File: src/rtl/mutative_fill_ctrl.sv
// Miss-handling / line-fill controller: latches the replacement victim, optionally writes back a
// dirty line (MUTATIVE_WRITEBACK_EN), fetches the missing line and installs it in one cycle.
module mutative_fill_ctrl #(
  parameter int unsigned LINE_BITS = 256,
  parameter int unsigned ADDR_BITS = 32,
  parameter int unsigned WAYS      = 8,
  parameter int unsigned SET_BITS  = 6,
  localparam int unsigned WAY_IDX_BITS = $clog2(WAYS),
  localparam int unsigned OFF_BITS     = $clog2(LINE_BITS / 8),
  localparam int unsigned TAG_BITS     = ADDR_BITS - SET_BITS - OFF_BITS
) (
  input  logic                    clk,
  input  logic                    rst,
  input  logic                    req_valid,
  input  logic                    req_miss,
  input  logic [ADDR_BITS-1:0]    req_addr,
  input  logic [WAY_IDX_BITS-1:0] evict_way,
  input  logic [WAYS-1:0]         evict_we,
  input  logic                    victim_dirty,
  input  logic [TAG_BITS-1:0]     victim_tag,
  input  logic [LINE_BITS-1:0]    victim_data,
  output logic                    mem_read,
  output logic                    mem_write,
  output logic [ADDR_BITS-1:0]    mem_addr,
  output logic [LINE_BITS-1:0]    mem_wdata,
  input  logic [LINE_BITS-1:0]    mem_rdata,
  input  logic                    mem_resp,
  output logic [WAYS-1:0]         fill_we,
  output logic [WAY_IDX_BITS-1:0] fill_way,
  output logic [SET_BITS-1:0]     fill_set,
  output logic [TAG_BITS-1:0]     fill_tag,
  output logic [LINE_BITS-1:0]    fill_data,
  output logic                    busy,
  output logic                    fill_done
);

  localparam int unsigned LINE_ADDR_BITS = ADDR_BITS - OFF_BITS;

  typedef enum logic [1:0] {StIdle, StWb, StFill, StInstall} state_e;

  state_e state_q, state_d;

  logic [LINE_ADDR_BITS-1:0] line_q, line_d;
  logic [WAY_IDX_BITS-1:0]   way_q, way_d;
  logic [WAYS-1:0]           we_q, we_d;

  logic                      mem_read_d;
  logic [ADDR_BITS-1:0]      mem_addr_d;
  logic [WAYS-1:0]           fill_we_d;
  logic [WAY_IDX_BITS-1:0]   fill_way_d;
  logic [SET_BITS-1:0]       fill_set_d;
  logic [TAG_BITS-1:0]       fill_tag_d;
  logic [LINE_BITS-1:0]      fill_data_d;
  logic                      busy_d;
  logic                      install;
  logic [WAYS-1:0]           way_mask_d, way_mask_q;

`ifdef MUTATIVE_WRITEBACK_EN
  logic [TAG_BITS-1:0]  vtag_q, vtag_d;
  logic [LINE_BITS-1:0] vdata_q, vdata_d;
  logic                 mem_write_d;
  logic [LINE_BITS-1:0] mem_wdata_d;
  logic                 unused_offset;
  assign unused_offset = ^req_addr[OFF_BITS-1:0];
`else
  logic unused_inputs;
  assign unused_inputs = ^{req_addr[OFF_BITS-1:0], victim_dirty, victim_tag, victim_data};
`endif

  always_comb begin
    state_d = state_q;
    line_d  = line_q;
    way_d   = way_q;
    we_d    = we_q;
`ifdef MUTATIVE_WRITEBACK_EN
    vtag_d  = vtag_q;
    vdata_d = vdata_q;
`endif
    unique case (state_q)
      StIdle: begin
        if (req_valid && req_miss) begin
          line_d = req_addr[ADDR_BITS-1:OFF_BITS];
          way_d  = evict_way;
          we_d   = evict_we;
`ifdef MUTATIVE_WRITEBACK_EN
          vtag_d  = victim_tag;
          vdata_d = victim_data;
          state_d = victim_dirty ? StWb : StFill;
`else
          state_d = StFill;
`endif
        end
      end
      StWb:      if (mem_resp) state_d = StFill;
      StFill:    if (mem_resp) state_d = StInstall;
      StInstall: state_d = StIdle;
      default:   state_d = StIdle;
    endcase
  end

  // Outputs are computed from the next state so every output is a plain register.
  always_comb begin
    way_mask_d  = {{(WAYS-1){1'b0}}, 1'b1} << way_d;
    install     = (state_d == StInstall);
    busy_d      = (state_d != StIdle);
    mem_read_d  = (state_d == StFill);
    mem_addr_d  = '0;
    if (state_d == StFill) mem_addr_d = {line_d, {OFF_BITS{1'b0}}};
`ifdef MUTATIVE_WRITEBACK_EN
    mem_write_d = (state_d == StWb);
    mem_wdata_d = '0;
    if (state_d == StWb) begin
      mem_addr_d  = {vtag_d, line_d[SET_BITS-1:0], {OFF_BITS{1'b0}}};
      mem_wdata_d = vdata_d;
    end
`endif
    // Way-select comes from the captured index; a malformed captured mask is never written.
    fill_we_d   = install ? way_mask_d : '0;
    fill_way_d  = install ? way_d : '0;
    fill_set_d  = install ? line_d[SET_BITS-1:0] : '0;
    fill_tag_d  = install ? line_d[LINE_ADDR_BITS-1 -: TAG_BITS] : '0;
    fill_data_d = install ? mem_rdata : '0;
  end

  always_ff @(posedge clk) begin
    if (rst) begin
      state_q   <= StIdle;
      line_q    <= '0;
      way_q     <= '0;
      we_q      <= '0;
      mem_read  <= 1'b0;
      mem_addr  <= '0;
      fill_we   <= '0;
      fill_way  <= '0;
      fill_set  <= '0;
      fill_tag  <= '0;
      fill_data <= '0;
      busy      <= 1'b0;
      fill_done <= 1'b0;
    end else begin
      state_q   <= state_d;
      line_q    <= line_d;
      way_q     <= way_d;
      we_q      <= we_d;
      mem_read  <= mem_read_d;
      mem_addr  <= mem_addr_d;
      fill_we   <= fill_we_d;
      fill_way  <= fill_way_d;
      fill_set  <= fill_set_d;
      fill_tag  <= fill_tag_d;
      fill_data <= fill_data_d;
      busy      <= busy_d;
      fill_done <= install;
    end
  end

`ifdef MUTATIVE_WRITEBACK_EN
  always_ff @(posedge clk) begin
    if (rst) begin
      vtag_q    <= '0;
      vdata_q   <= '0;
      mem_write <= 1'b0;
      mem_wdata <= '0;
    end else begin
      vtag_q    <= vtag_d;
      vdata_q   <= vdata_d;
      mem_write <= mem_write_d;
      mem_wdata <= mem_wdata_d;
    end
  end
`else
  assign mem_write = 1'b0;
  assign mem_wdata = '0;
`endif

  assign way_mask_q = {{(WAYS-1){1'b0}}, 1'b1} << way_q;

`ifndef SYNTHESIS
  always_ff @(posedge clk) begin
    if (!rst && state_q == StInstall) begin
      assert (we_q == way_mask_q)
        else $error("evict_we %b inconsistent with evict_way %0d", we_q, way_q);
    end
  end
`endif

endmodule

File: config.mk
export PLATFORM = sky130hd
export DESIGN_NAME = mutative_fill_ctrl
export DESIGN_NICKNAME = d
export VERILOG_FILES = /design/src/rtl/mutative_fill_ctrl.sv
export SDC_FILE = /design/constraint.sdc
export NUM_CORES = 1
export LEC_CHECK = 0
export ABC_AREA = 1
export CORE_AREA = 2 2 454 456
export DETAILED_ROUTE_END_ITERATION = 16
export DIE_AREA = 0 0 456 458
export PLACE_DENSITY = 0.3
export SETUP_SLACK_MARGIN = 0.2
export SLEW_MARGIN = 10
export SYNTH_ARGS = -nofsm -noshare
export SYNTH_HDL_FRONTEND = slang
export SYNTH_SLANG_ARGS = --single-unit
File: constraint.sdc
create_clock -name clk -period 1.6 [get_ports clk]
set_input_delay 0.16 -clock clk [delete_from_list [all_inputs] [get_ports clk]]
set_output_delay 0.16 -clock clk [all_outputs]
set_load 0.01 [all_outputs]
==> insert_results.sql, run 1 <==
INSERT INTO impl_metrics (metric_group, metric, value, unit) VALUES
('run_status', 'outcome', 'finished clean', ''),
('logic_synthesis', 'synthDominantCellAreaShare', '57.7', '%'),
('routing', 'drt_first_iter_violations', '305', ''),
('sta', 'minimum_clock_period', '1.47', 'ns'),
('critical_path', 'critical-path-slowest-cell', 'sky130_fd_sc_hd__dfxtp_4', ''),
('pwr', 'total_power', '23.5', 'mW'),
('grt', 'grt_antenna_before_repair', '25', ''),
('die', 'dieArea', '209000', 'um2'),
('clock_network', 'tritoncts_num_sinks', '356', ''),
('die', 'placement_rows', '166', ''),
('pwr', 'ir_worst_vdd', '0.000679', 'V'),
('sta', 'clock.fmax', '680', 'MHz'),
('sta', 'setup_viol', '0', ''),
('grt', 'globalRouteTotalUtil', '6.24', '%'),
('sta', 'rsz0062_at_grt', 'true', ''),
('critical_path', 'timing.critical_path.cells', 'inv_4, nand3_4, nor2_4, buf_12, buf_12, inv_16, buf_12, buf_12, buf_16, nor2_1', ''),
('sta', 'holdWs', '0.0436', 'ns'),
('critical_path', 'required', '2.15', 'ns'),
('cells_and_area', 'area.growth.synth_to_final', '98.6', '%'),
('logic_synthesis', 'synth.cell_area', '12300', 'um2'),
('critical_path', 'critPathKind', 'reg2reg', ''),
('sta', 'report.final.slew_viol_count', '0', ''),
('logic_synthesis', 'yosysSeqAreaShare', '57.7', '%'),
('logic_synthesis', 'post_synth_cell_types', '19', ''),
('clock_network', 'clock_tree.root_cell', 'sky130_fd_sc_hd__clkbuf_16', ''),
('placed_design', 'gp_routability_congestion', '0.774', ''),
('logic_synthesis', 'yosysTopAreaCell', 'sky130_fd_sc_hd__dfxtp_1', ''),
('die', 'floorplan.core_area', '204000', 'um2'),
('cells_and_area', 'drive_above_1_share', '25.0', '%'),
('worst_hold_path', 'holdCritPathClass', 'in2reg', ''),
('routing', 'final_antenna_net_count', '0', ''),
('critical_path', 'crit_family', 'buffers and inverters', ''),
('critical_path', 'path_max_fanout', '6', ''),
('routing', 'drt-total-wl', '69400', 'um'),
('die', 'die-width', '456', 'um'),
('clock_network', 'cts_clock_pin_slew_for_the_worst_setup_and_hold_paths', '0.06', 'ns'),
('logic_synthesis', 'synth_seq_cells', '356', ''),
('critical_path', 'setup.worst_path.end_class', 'flop', ''),
('routing', 'firstDrtPassIters', '4', ''),
('clock_network', 'numCtsBuffers', '49', ''),
('cells_and_area', 'fin_nets', '2729', ''),
('pwr', 'power-per-cell-area', '958', 'nW/um2'),
('grt', 'busiest_layer', 'met2', ''),
('die', 'die_h', '458', 'um'),
('grt', 'vias_in_the_first_global_route', '9755', ''),
('routing', 'vias', '10100', ''),
('sta', 'skew', '0.0271', 'ns'),
('routing', 'via_per_inst', '2.07', ''),
('grt', 'maximum_number_of_pins_on_one_net_before_global_route_repair', '22', ''),
('die', 'pin_count', '1168', ''),
('routing', 'mean_routed_wirelength_per_cell', '14.2', 'um'),
('critical_path', 'worstSetupStartpointType', 'flop', ''),
('clock_network', 'max-clock-path-buffers', '3', ''),
('logic_synthesis', 'avgSynthCellArea', '8.82', 'um2'),
('placed_design', 'place_area', '21300', 'um2'),
('critical_path', 'cp_common_cell', 'sky130_fd_sc_hd__buf_12', ''),
('run', 'cap_violations', '0', ''),
('routing', 'drc', '0', ''),
('logic_synthesis', 'netlist_instances', '1399', ''),
('cells_and_area', 'post_route_cell_area', '24500', 'um2'),
('grt', 'grt.met1_usage', '6.54', '%'),
('critical_path', 'buffers_plus_inverters_on_the_worst_setup_path', '7', ''),
('sta', 'timing.setup.tns', '0', 'ns'),
('grt', 'grt_use_met2', '11.7', '%'),
('die', 'initial_core_util', '6.06', '%'),
('clock_network', 'clk-insertion-delay-late', '0.61', 'ns'),
('clock_network', 'htree_num_levels', '2', ''),
('pwr', 'power.static_leakage', '10.7', 'nW'),
('sta', 'finalCritPeriodShare', '91.9', '%'),
('placed_design', 'port_buffers', '614', ''),
('placed_design', 'dpl.hpwl', '55700', 'um'),
('critical_path', 'arrival', '2.02', 'ns'),
('clock_network', 'tritoncts_clock_tree', 'done', ''),
('sta', 'hold_violations', '0', ''),
('critical_path', 'reg2reg_slack', '0.13', 'ns'),
('logic_synthesis', 'ys_top_cells_by_area', 'sky130_fd_sc_hd__dfxtp_1 (58%), sky130_fd_sc_hd__buf_4 (16%), sky130_fd_sc_hd__nor2_1 (11%)', ''),
('logic_synthesis', 'synth_warnings', '0', ''),
('cells_and_area', 'fill_cells', '23300', ''),
('critical_path', 'critical_path.max_stage_delay', '0.35', 'ns'),
('grt', 'grt.overflow.total', '0', ''),
('grt', 'grt_first_pass_wirelength', '87700', 'um'),
('grt', 'use_met3', '1.63', '%');
==> cell usage after synthesis <==
library cell / count
sky130_fd_sc_hd__nand3_2: 1
sky130_fd_sc_hd__o21ai_0: 22
sky130_fd_sc_hd__inv_2: 1
sky130_fd_sc_hd__nand2_1: 46
sky130_fd_sc_hd__nand2_2: 2
sky130_fd_sc_hd__a21oi_1: 2
sky130_fd_sc_hd__nand3b_1: 2
sky130_fd_sc_hd__buf_4: 262
sky130_fd_sc_hd__buf_2: 7
sky130_fd_sc_hd__o21ai_1: 6
sky130_fd_sc_hd__buf_6: 30
sky130_fd_sc_hd__inv_1: 295
sky130_fd_sc_hd__dfxtp_1: 356
sky130_fd_sc_hd__nand3_1: 7
sky130_fd_sc_hd__nor2_2: 1
sky130_fd_sc_hd__conb_1: 1
sky130_fd_sc_hd__nor2_4: 2
sky130_fd_sc_hd__clkbuf_1: 6
sky130_fd_sc_hd__nor2_1: 350
==> sequential cells by signal, indices dropped and copies added (netlist names) <==
signal	cells
fill_we	8
line_q	27
fill_tag	21
fill_data	256
mem_read	1
mem_addr	27
way_q	3
busy	1
fill_done	1
state_q	2
fill_set	6
fill_way	3
==> kinds of logic (layout without fill, tap and decap cells) <==
kind of cell | Yosys count | in the layout | synth area share, %
flip-flops | 356 | 356 | 57.7
AND/OR/NAND/NOR | 411 | 411 | 12.9
AO/OA/AOI/OAI | 30 | 30 | 1.22
other | 1 | 271 | 0.0304
buffers and inverters | 601 | 1127 | 28.1
==> final timing paths <==
check,start,end,cells after the start
setup / recovery,state_q[0],fill_data[30],10
hold / removal,rst,line_q[11],3
setup reg to reg,state_q[0],fill_data[30],10
hold reg to reg,line_q[26],fill_tag[20],4
==> power breakdown <==
| part | switching, mW | internal [mW] |
|---|---|---|
| sequential | 0.0808 | 9.10 |
| combinational | 1.48 | 1.45 |
| clock | 4.43 | 6.94 |
==> cell type report <==
class / count / area, um2 / area share, %
diodes: 9 / 22.5 / 0.0919
clock buffers: 75 / 1470 / 5.98
clock inverters: 15 / 200 / 0.817
inverters: 296 / 1130 / 4.61
multi-input cells: 703 / 3510 / 14.3
flip-flops and latches: 356 / 7180 / 29.3
well taps: 2688 / 3360 / 13.7
repair buffers: 740 / 7610 / 31.0
repair inverters: 1 / 20.0 / 0.0817
==> what timing repair did <==
| action | in CTS | in global routing |
|---|---|---|
| resized for setup | 1043 | 149 |
| cloned | 9 | 7 |
| endpoints found under the setup margin | 551 | 226 |
| hold endpoints to repair | 10 | 0 |
| setup buffers | 11 | 2 |
| hold buffers | 10 | 0 |
| pin swaps | 40 | 6 |
==> worst reg2reg max path: stages (launching register included) <==
cell and delay (ns):
sky130_fd_sc_hd__dfxtp_4 0.35, sky130_fd_sc_hd__inv_4 0.06, sky130_fd_sc_hd__nand3_4 0.06, sky130_fd_sc_hd__nor2_4 0.10, sky130_fd_sc_hd__buf_12 0.14, sky130_fd_sc_hd__buf_12 0.14, sky130_fd_sc_hd__inv_16 0.08, sky130_fd_sc_hd__buf_12 0.16
sky130_fd_sc_hd__buf_12 0.13, sky130_fd_sc_hd__buf_16 0.13, sky130_fd_sc_hd__nor2_1 0.08
==> through the flow <==
stage	std cells	setup slack, ns	util (%)
floorplan	1660	0.396	-
global placement	4745	-0.323	10.5
detailed placement	4745	-0.279	10.5
CTS	4865	0.0871	11.7
global route	4876	0.0544	12.0
finish	4883	0.130	12.0
==> cell usage in the layout, fill, tap and decap left out, types with 5 or more instances in the layout <==
cell                              instances
sky130_fd_sc_hd__clkdlybuf4s15_2         89
sky130_fd_sc_hd__clkbuf_16               55
sky130_fd_sc_hd__buf_16                   9
sky130_fd_sc_hd__dfxtp_2                  7
sky130_fd_sc_hd__nand2_1                 17
sky130_fd_sc_hd__clkbuf_8                12
sky130_fd_sc_hd__buf_2                   60
sky130_fd_sc_hd__dlygate4sd3_1           10
sky130_fd_sc_hd__inv_1                  294
sky130_fd_sc_hd__dfxtp_4                 13
sky130_fd_sc_hd__dfxtp_1                336
sky130_fd_sc_hd__dlygate4sd2_1           35
sky130_fd_sc_hd__conb_1                 262
sky130_fd_sc_hd__clkinv_2                 6
sky130_fd_sc_hd__buf_6                   35
sky130_fd_sc_hd__clkdlybuf4s15_1        115
sky130_fd_sc_hd__clkbuf_1                13
sky130_fd_sc_hd__buf_8                    5
sky130_fd_sc_hd__buf_4                   57
sky130_fd_sc_hd__nor2_1                 256
sky130_fd_sc_hd__nand2_2                 24
sky130_fd_sc_hd__buf_12                  25
sky130_fd_sc_hd__o21ai_2                  8
sky130_fd_sc_hd__nand2_4                  7
sky130_fd_sc_hd__nor2_2                  53
sky130_fd_sc_hd__diode_2                  9
sky130_fd_sc_hd__o21ai_4                 17
sky130_fd_sc_hd__nor2_4                  44
sky130_fd_sc_hd__clkdlybuf4s50_1        289
sky130_fd_sc_hd__nand3_1                  5
==> per-layer routing <==
| metal | vias up | wire, um |
|---|---|---|
| li1 | 4954 | - |
| met3 | 111 | 4270 |
| met2 | 369 | 37100 |
| met4 | 20 | 2540 |
| met1 | 4675 | 25400 |
| met5 | - | 124 |
Power figures use the tool's default switching activity.
==> run 2, diff against run 1 <==
--- a/config.mk
+++ b/config.mk
@@ -9,6 +9,7 @@
 export CORE_AREA = 2 2 454 456
 export DETAILED_ROUTE_END_ITERATION = 16
 export DIE_AREA = 0 0 456 458
+export GPL_TIMING_DRIVEN = 0
 export PLACE_DENSITY = 0.3
 export SETUP_SLACK_MARGIN = 0.2
 export SLEW_MARGIN = 10
==> insert_results.sql, run 2 (same netlist as run 1, synthesis figures left out) <==
INSERT INTO impl_metrics (metric_group, metric, value, unit) VALUES
('run_status', 'outcome', 'finished clean', ''),
('die', 'initial_core_util', '6.06', '%'),
('die', 'pin_count', '1168', ''),
('cells_and_area', 'top_flop_regs', 'fill_data x256, line_q x27, mem_addr x27', ''),
('critical_path', 'critPathKind', 'reg2reg', ''),
('critical_path', 'crit_family', 'simple AND/OR/NAND/NOR gates', ''),
('critical_path', 'path_max_fanout', '10', ''),
('sta', 'slew-limit-headroom', '44.1', '%'),
('grt', 'vias_in_the_first_global_route', '10800', ''),
('worst_hold_path', 'holdCritPathClass', 'in2reg', ''),
('clock_network', 'clock_tree.root_cell', 'sky130_fd_sc_hd__clkbuf_16', ''),
('routing', 'mean_routed_wirelength_per_cell', '14.5', 'um'),
('pwr', 'p_seq_share', '38.3', '%'),
('sta', 'rsz0062_at_grt', 'true', ''),
('pwr', 'power.share.switching', '26.2', '%'),
('routing', 'final_antenna_net_count', '0', ''),
('cells_and_area', 'drive_above_1_share', '27.9', '%'),
('placed_design', 'place_area', '22800', 'um2'),
('grt', 'grt.overflow.total', '0', ''),
('pwr', 'power.static_leakage', '12.5', 'nW'),
('cells_and_area', 'fin_nets', '2998', ''),
('grt', 'maximum_number_of_pins_on_one_net_before_global_route_repair', '14', ''),
('critical_path', 'worstSetupStartpointType', 'flop', ''),
('sta', 'minimum_clock_period', '1.51', 'ns'),
('grt', 'use_met3', '1.87', '%'),
('die', 'die-width', '456', 'um'),
('sta', 'clock.fmax', '664', 'MHz'),
('clock_network', 'max-clock-path-buffers', '3', ''),
('routing', 'drt_first_iter_violations', '308', ''),
('clock_network', 'htree_num_levels', '2', ''),
('clock_network', 'numCtsBuffers', '49', ''),
('clock_network', 'cts_clock_pin_slew_for_the_worst_setup_and_hold_paths', '0.06', 'ns'),
('pwr', 'power-per-cell-area', '937', 'nW/um2'),
('clock_network', 'tritoncts_num_sinks', '356', ''),
('grt', 'globalRouteTotalUtil', '6.89', '%'),
('cells_and_area', 'area.growth.synth_to_final', '107', '%'),
('pwr', 'part_of_the_total_power_dissipated_in_the_clock_network', '48.2', '%'),
('routing', 'vias', '10900', ''),
('die', 'floorplan.core_area', '204000', 'um2'),
('critical_path', 'arrival', '2.00', 'ns'),
('clock_network', 'clk-insertion-delay-late', '0.62', 'ns'),
('pwr', 'total_power', '23.9', 'mW'),
('routing', 'via_per_inst', '2.11', ''),
('placed_design', 'dpl.hpwl', '62400', 'um'),
('critical_path', 'buffers_plus_inverters_on_the_worst_setup_path', '4', ''),
('die', 'dieArea', '209000', 'um2'),
('sta', 'tightest_slew', '0.838', 'ns'),
('cells_and_area', 'post_route_cell_area', '25500', 'um2'),
('critical_path', 'critical-path-slowest-cell', 'sky130_fd_sc_hd__dfxtp_4', ''),
('grt', 'grt_use_met2', '13.2', '%'),
('grt', 'busiest_layer', 'met2', ''),
('pwr', 'ir_worst_vdd', '0.000660', 'V'),
('sta', 'finalCritPeriodShare', '94.1', '%'),
('routing', 'drc', '0', ''),
('critical_path', 'required', '2.10', 'ns'),
('placed_design', 'port_buffers', '613', ''),
('pwr', 'switchingPower', '6.27', 'mW'),
('cells_and_area', 'final_common_cell', 'sky130_fd_sc_hd__dfxtp_1', ''),
('sta', 'setup_viol', '0', ''),
('cells_and_area', 'largest_register_ff_count', '256', ''),
('critical_path', 'timing.critical_path.cells', 'inv_2, nand3_2, nor2_4, inv_8, buf_12, buf_8, nor2_4', ''),
('routing', 'drt-total-wl', '74500', 'um'),
('grt', 'grt_first_pass_wirelength', '96700', 'um'),
('sta', 'report.final.slew_viol_count', '0', ''),
('die', 'die_h', '458', 'um'),
('clock_network', 'tritoncts_clock_tree', 'done', ''),
('pwr', 'p_int', '17.7', 'mW'),
('pwr', 'power_frac_comb', '13.5', '%'),
('cells_and_area', 'registers.top_by_ff_count', 'fill_data', ''),
('critical_path', 'setup.worst_path.end_class', 'flop', ''),
('grt', 'grt.met1_usage', '7.11', '%'),
('sta', 'skew', '0.0396', 'ns'),
('placed_design', 'gp_routability_congestion', '0.798', ''),
('placed_design', 'preCtsSetupSlack', '-0.893', 'ns'),
('cells_and_area', 'most_frequent_cells_in_the_layout', 'sky130_fd_sc_hd__dfxtp_1 (337), sky130_fd_sc_hd__nor2_1 (295), sky130_fd_sc_hd__inv_1 (294)', ''),
('critical_path', 'critical_path.max_stage_delay', '0.36', 'ns'),
('sta', 'fin_ws', '0.0946', 'ns'),
('grt', 'grt_antenna_before_repair', '20', ''),
('sta', 'hold_violations', '0', ''),
('run', 'cap_violations', '0', ''),
('routing', 'firstDrtPassIters', '4', ''),
('sta', 'holdWs', '0.0756', 'ns'),
('critical_path', 'cp_common_cell', 'sky130_fd_sc_hd__nor2_4', ''),
('die', 'placement_rows', '166', '');
## run 2: cell types whose count changed in the layout (fill, tap and decap cells not counted), sizes merged
cell           before  now
bufbuf              2    3
inv               298  300
diode               9   12
dlygate4sd2        35  147
clkdlybuf4s15     204   33
clkbuf             84   81
buf               191  460
dlygate4sd3        10   67
## run 2: per-stage QoR
stage               std cells  utilization (%)  setup TNS (ns)
floorplan                1660                -               0
global placement         4961             11.2          -94.96
detailed placement       4964             11.2          -93.07
CTS                      5141             12.5               0
global route             5146             12.5               0
finish                   5153             12.5               0
## run 2: timing repair
item / 4_1_cts / 5_1_grt
hold buffers: 67 / 0
hold endpoints to repair: 67 / 0
setup endpoints to repair: 669 / 361
pin swaps: 39 / 4
gates resized for setup: 1066 / 37
buffers inserted: 18 / 0
gates cloned: 4 / 0
## run 2: cell type report
| class | instances | area (um2) |
|---|---|---|
| Timing Repair Buffer | 705 | 6390 |
| Buffer | 305 | 2540 |
| Inverter | 296 | 1120 |
| Tap cell | 2688 | 3360 |
| Antenna cell | 12 | 30.0 |
| Fill cell | 23400 | 178000 |
| Clock inverter | 18 | 241 |
| Sequential cell | 356 | 7180 |
| Clock buffer | 70 | 1430 |
| Multi-Input combinational cell | 703 | 3230 |
## run 2: power by group through the flow
stage               combinational, mW  sequential, mW  clock [mW]
floorplan                        1.26            9.46           0
global placement                 2.94            9.38           0
detailed placement               2.94            9.38           0
CTS                              3.25            9.17        12.2
global route                     3.52            9.19        12.5
finish                           3.22            9.17        11.5
## run 2: worst min-delay path: stages
cell and delay (ns):
sky130_fd_sc_hd__clkdlybuf4s50_1 0.40, sky130_fd_sc_hd__inv_1 0.06, sky130_fd_sc_hd__nor2_1 0.04
## run 2: path summary, 6_finish.rpt
check | to | from | slack (ns) | depth (start not counted)
setup / recovery | fill_data[77] | state_q[0] | 0.09 | 7
hold / removal | fill_data[121] | mem_rdata[121] | 0.08 | 3
setup reg to reg | fill_data[77] | state_q[0] | 0.09 | 7
hold reg to reg | way_q[2] | way_q[2] | 0.52 | 2
## run 2: per-layer routing
metal | part of all wire [%] | vias up | wire (um)
li1 | - | 5494 | -
met4 | 2.3 | 8 | 1710
met3 | 6.8 | 82 | 5060
met2 | 55 | 368 | 41300
met5 | 0.28 | - | 209
met1 | 35 | 4900 | 26200
==> run 3, diff against run 2 <==
--- a/config.mk
+++ b/config.mk
@@ -12,6 +12,7 @@
 export GPL_TIMING_DRIVEN = 0
 export PLACE_DENSITY = 0.3
 export SETUP_SLACK_MARGIN = 0.2
+export SKIP_CTS_REPAIR_TIMING = 1
 export SLEW_MARGIN = 10
 export SYNTH_ARGS = -nofsm -noshare
 export SYNTH_HDL_FRONTEND = slang
==> insert_results.sql, run 3 (same netlist as run 1, synthesis figures left out) <==
INSERT INTO impl_metrics (metric_group, metric, value, unit) VALUES
('run_status', 'outcome', 'finished clean', ''),
('clock_network', 'htree_num_levels', '2', ''),
('cells_and_area', 'top_flop_regs', 'fill_data x256, line_q x27, mem_addr x27', ''),
('die', 'dieArea', '209000', 'um2'),
('routing', 'vias', '10700', ''),
('critical_path', 'worstSetupStartpointType', 'flop', ''),
('critical_path', 'crit_cells', '7', ''),
('routing', 'drc', '0', ''),
('routing', 'final_antenna_net_count', '0', ''),
('pwr', 'power-per-cell-area', '895', 'nW/um2'),
('critical_path', 'timing.critical_path.cells', 'inv_4, nand3_4, nor2_4, inv_8, buf_12, buf_6, nor2_4', ''),
('critical_path', 'critical-path-slowest-cell', 'sky130_fd_sc_hd__dfxtp_4', ''),
('critical_path', 'critPathKind', 'reg2reg', ''),
('run', 'cap_violations', '0', ''),
('routing', 'via_per_inst', '2.10', ''),
('worst_hold_path', 'holdCritPathClass', 'in2reg', ''),
('pwr', 'power.share.switching', '26.5', '%'),
('cells_and_area', 'final_common_cell', 'sky130_fd_sc_hd__dfxtp_1', ''),
('grt', 'maximum_number_of_pins_on_one_net_before_global_route_repair', '14', ''),
('grt', 'grt.overflow.total', '0', ''),
('sta', 'setup_viol', '0', ''),
('pwr', 'p_seq_share', '38.1', '%'),
('critical_path', 'critical_path.max_stage_delay', '0.36', 'ns'),
('cells_and_area', 'fin_nets', '2946', ''),
('sta', 'hold_violations', '0', ''),
('routing', 'drt-total-wl', '76000', 'um'),
('sta', 'report.final.slew_viol_count', '0', ''),
('critical_path', 'crit_family', 'simple AND/OR/NAND/NOR gates', ''),
('cells_and_area', 'area.growth.synth_to_final', '118', '%'),
('grt', 'vias_in_the_first_global_route', '10200', ''),
('sta', 'minimum_clock_period', '1.51', 'ns'),
('critical_path', 'buffers_plus_inverters_on_the_worst_setup_path', '4', ''),
('pwr', 'p_int', '17.7', 'mW'),
('sta', 'finalCritPeriodShare', '94.6', '%'),
('critical_path', 'path_max_fanout', '10', ''),
('sta', 'skew', '0.0393', 'ns'),
('die', 'pin_count', '1168', ''),
('placed_design', 'preCtsSetupSlack', '-0.893', 'ns'),
('critical_path', 'setup.worst_path.end_class', 'flop', ''),
('placed_design', 'dpl.hpwl', '62400', 'um'),
('sta', 'timing.setup.tns', '0', 'ns'),
('cells_and_area', 'fill_cells', '23200', ''),
('pwr', 'power.static_leakage', '16.6', 'nW'),
('cells_and_area', 'flip_flop_and_latch_area', '7170', 'um2'),
('routing', 'firstDrtPassIters', '4', ''),
('routing', 'drt_first_iter_violations', '301', ''),
('cells_and_area', 'post_layout_nonfiller_instances', '5097', ''),
('cells_and_area', 'multi_input_area', '3700', 'um2'),
('critical_path', 'crit_start', 'state_q[0]', ''),
('clock_network', 'max-clock-path-buffers', '3', ''),
('critical_path', 'worst_r2r_path_depth', '7', ''),
('pwr', 'ir_worst_vdd', '0.000668', 'V'),
('cells_and_area', 'largest_register_ff_count', '256', ''),
('pwr', 'total_power', '24.1', 'mW'),
('critical_path', 'cp_common_cell', 'sky130_fd_sc_hd__nor2_4', ''),
('cells_and_area', 'drive_above_1_share', '26.6', '%'),
('critical_path', 'arrival', '2.01', 'ns'),
('sta', 'clock.fmax', '661', 'MHz'),
('pwr', 'switchingPower', '6.37', 'mW'),
('sta', 'rsz0062_at_grt', 'true', ''),
('grt', 'grt_first_pass_wirelength', '94100', 'um'),
('critical_path', 'reg2reg_slack', '0.09', 'ns'),
('pwr', 'part_of_the_total_power_dissipated_in_the_clock_network', '48.0', '%'),
('cells_and_area', 'registers.top_by_ff_count', 'fill_data', ''),
('clock_network', 'clk-insertion-delay-late', '0.62', 'ns'),
('critical_path', 'regToRegStartpoint', 'state_q[0]', ''),
('critical_path', 'critical_path_end', 'fill_data[77]', ''),
('clock_network', 'cts_clock_pin_slew_for_the_worst_setup_and_hold_paths', '0.06', 'ns'),
('critical_path', 'required', '2.10', 'ns'),
('grt', 'globalRouteTotalUtil', '6.73', '%'),
('grt', 'grt_antenna_before_repair', '22', ''),
('placed_design', 'gp_routability_congestion', '0.798', ''),
('clock_network', 'tritoncts_num_sinks', '356', ''),
('sta', 'fin_ws', '0.0871', 'ns'),
('placed_design', 'port_buffers', '613', ''),
('pwr', 'power_frac_comb', '13.9', '%'),
('clock_network', 'numCtsBuffers', '49', ''),
('routing', 'mean_routed_wirelength_per_cell', '14.9', 'um'),
('sta', 'slew-limit-headroom', '43.4', '%'),
('clock_network', 'tritoncts_clock_tree', 'done', ''),
('die', 'floorplan.core_area', '204000', 'um2'),
('placed_design', 'numPlacedInstances', '4964', ''),
('sta', 'tightest_slew', '0.849', 'ns'),
('clock_network', 'clock_tree.root_cell', 'sky130_fd_sc_hd__clkbuf_16', ''),
('die', 'die_h', '458', 'um'),
('critical_path', 'reg2reg_to', 'fill_data[77]', ''),
('die', 'die-width', '456', 'um'),
('die', 'placement_rows', '166', ''),
('cells_and_area', 'most_frequent_cells_in_the_layout', 'sky130_fd_sc_hd__dfxtp_1 (338), sky130_fd_sc_hd__inv_1 (294), sky130_fd_sc_hd__clkdlybuf4s50_1 (289)', ''),
('die', 'initial_core_util', '6.06', '%');
## run 3: cell count changes in the layout (fill, tap and decap cells not counted), sizes merged, moves of 33 or more
cell and delta:
dlygate4sd2 -147, buf -119, clkbuf +35, clkdlybuf4s15 -33, dlygate4sd3 -66, dlymetal6s2s +281
## run 3: cell type report
| class | count | share of cell area, % |
|---|---|---|
| Timing Repair Buffer | 653 | 27.1 |
| Sequential cell | 356 | 26.7 |
| Multi-Input combinational cell | 703 | 13.7 |
| Tap cell | 2688 | 12.5 |
| Buffer | 305 | 9.52 |
| Clock buffer | 70 | 5.30 |
| Inverter | 296 | 4.17 |
| Clock inverter | 18 | 0.897 |
| Antenna cell | 8 | 0.0744 |
## run 3: per-stage QoR
| stage | area (um2) | util, % | hold slack, ns |
|---|---|---|---|
| after detailed placement | 22800 | 11.2 | 0.483 |
| final | 26900 | 13.2 | 0.0570 |
| after CTS | 24500 | 12.0 | -0.0672 |
| after global routing | 26900 | 13.2 | 0.0127 |
| after floorplan | 13300 | - | 0.272 |
| after global placement | 22800 | 11.2 | 0.472 |
## run 3: how the worst min path moves through the flow
stage / cells past startpoint / to / start
floorplan: 2 / fill_data[0] / mem_rdata[0]
global placement: 2 / way_q[2] / way_q[2]
detailed placement: 2 / way_q[2] / way_q[2]
CTS: 2 / way_q[2] / rst
global route: 3 / fill_data[253] / mem_rdata[253]
finish: 3 / fill_data[123] / mem_rdata[123]
## run 3: power groups by stage
stage / Clock [mW] / Combinational [mW] / Sequential (mW)
2_1_floorplan: 0 / 1.26 / 9.46
3_3_place_gp: 0 / 2.94 / 9.38
3_5_place_dp: 0 / 2.94 / 9.38
4_1_cts: 12.2 / 2.96 / 9.19
5_1_grt: 12.5 / 3.64 / 9.19
6_report: 11.5 / 3.36 / 9.17
## run 3: layer usage
metal  up-vias  share of wire, %  track usage [%]
met5         -             0.054                0
met4         6               2.1             1.86
met3        83               5.5             1.68
met2       370                56             13.1
met1      4881                37             7.04
li1       5388                 -                -
## run 3: worst min-delay path, stage by stage
cell	delay, ns
sky130_fd_sc_hd__clkdlybuf4s50_1	0.39
sky130_fd_sc_hd__inv_1	0.05
sky130_fd_sc_hd__nor2_1	0.03
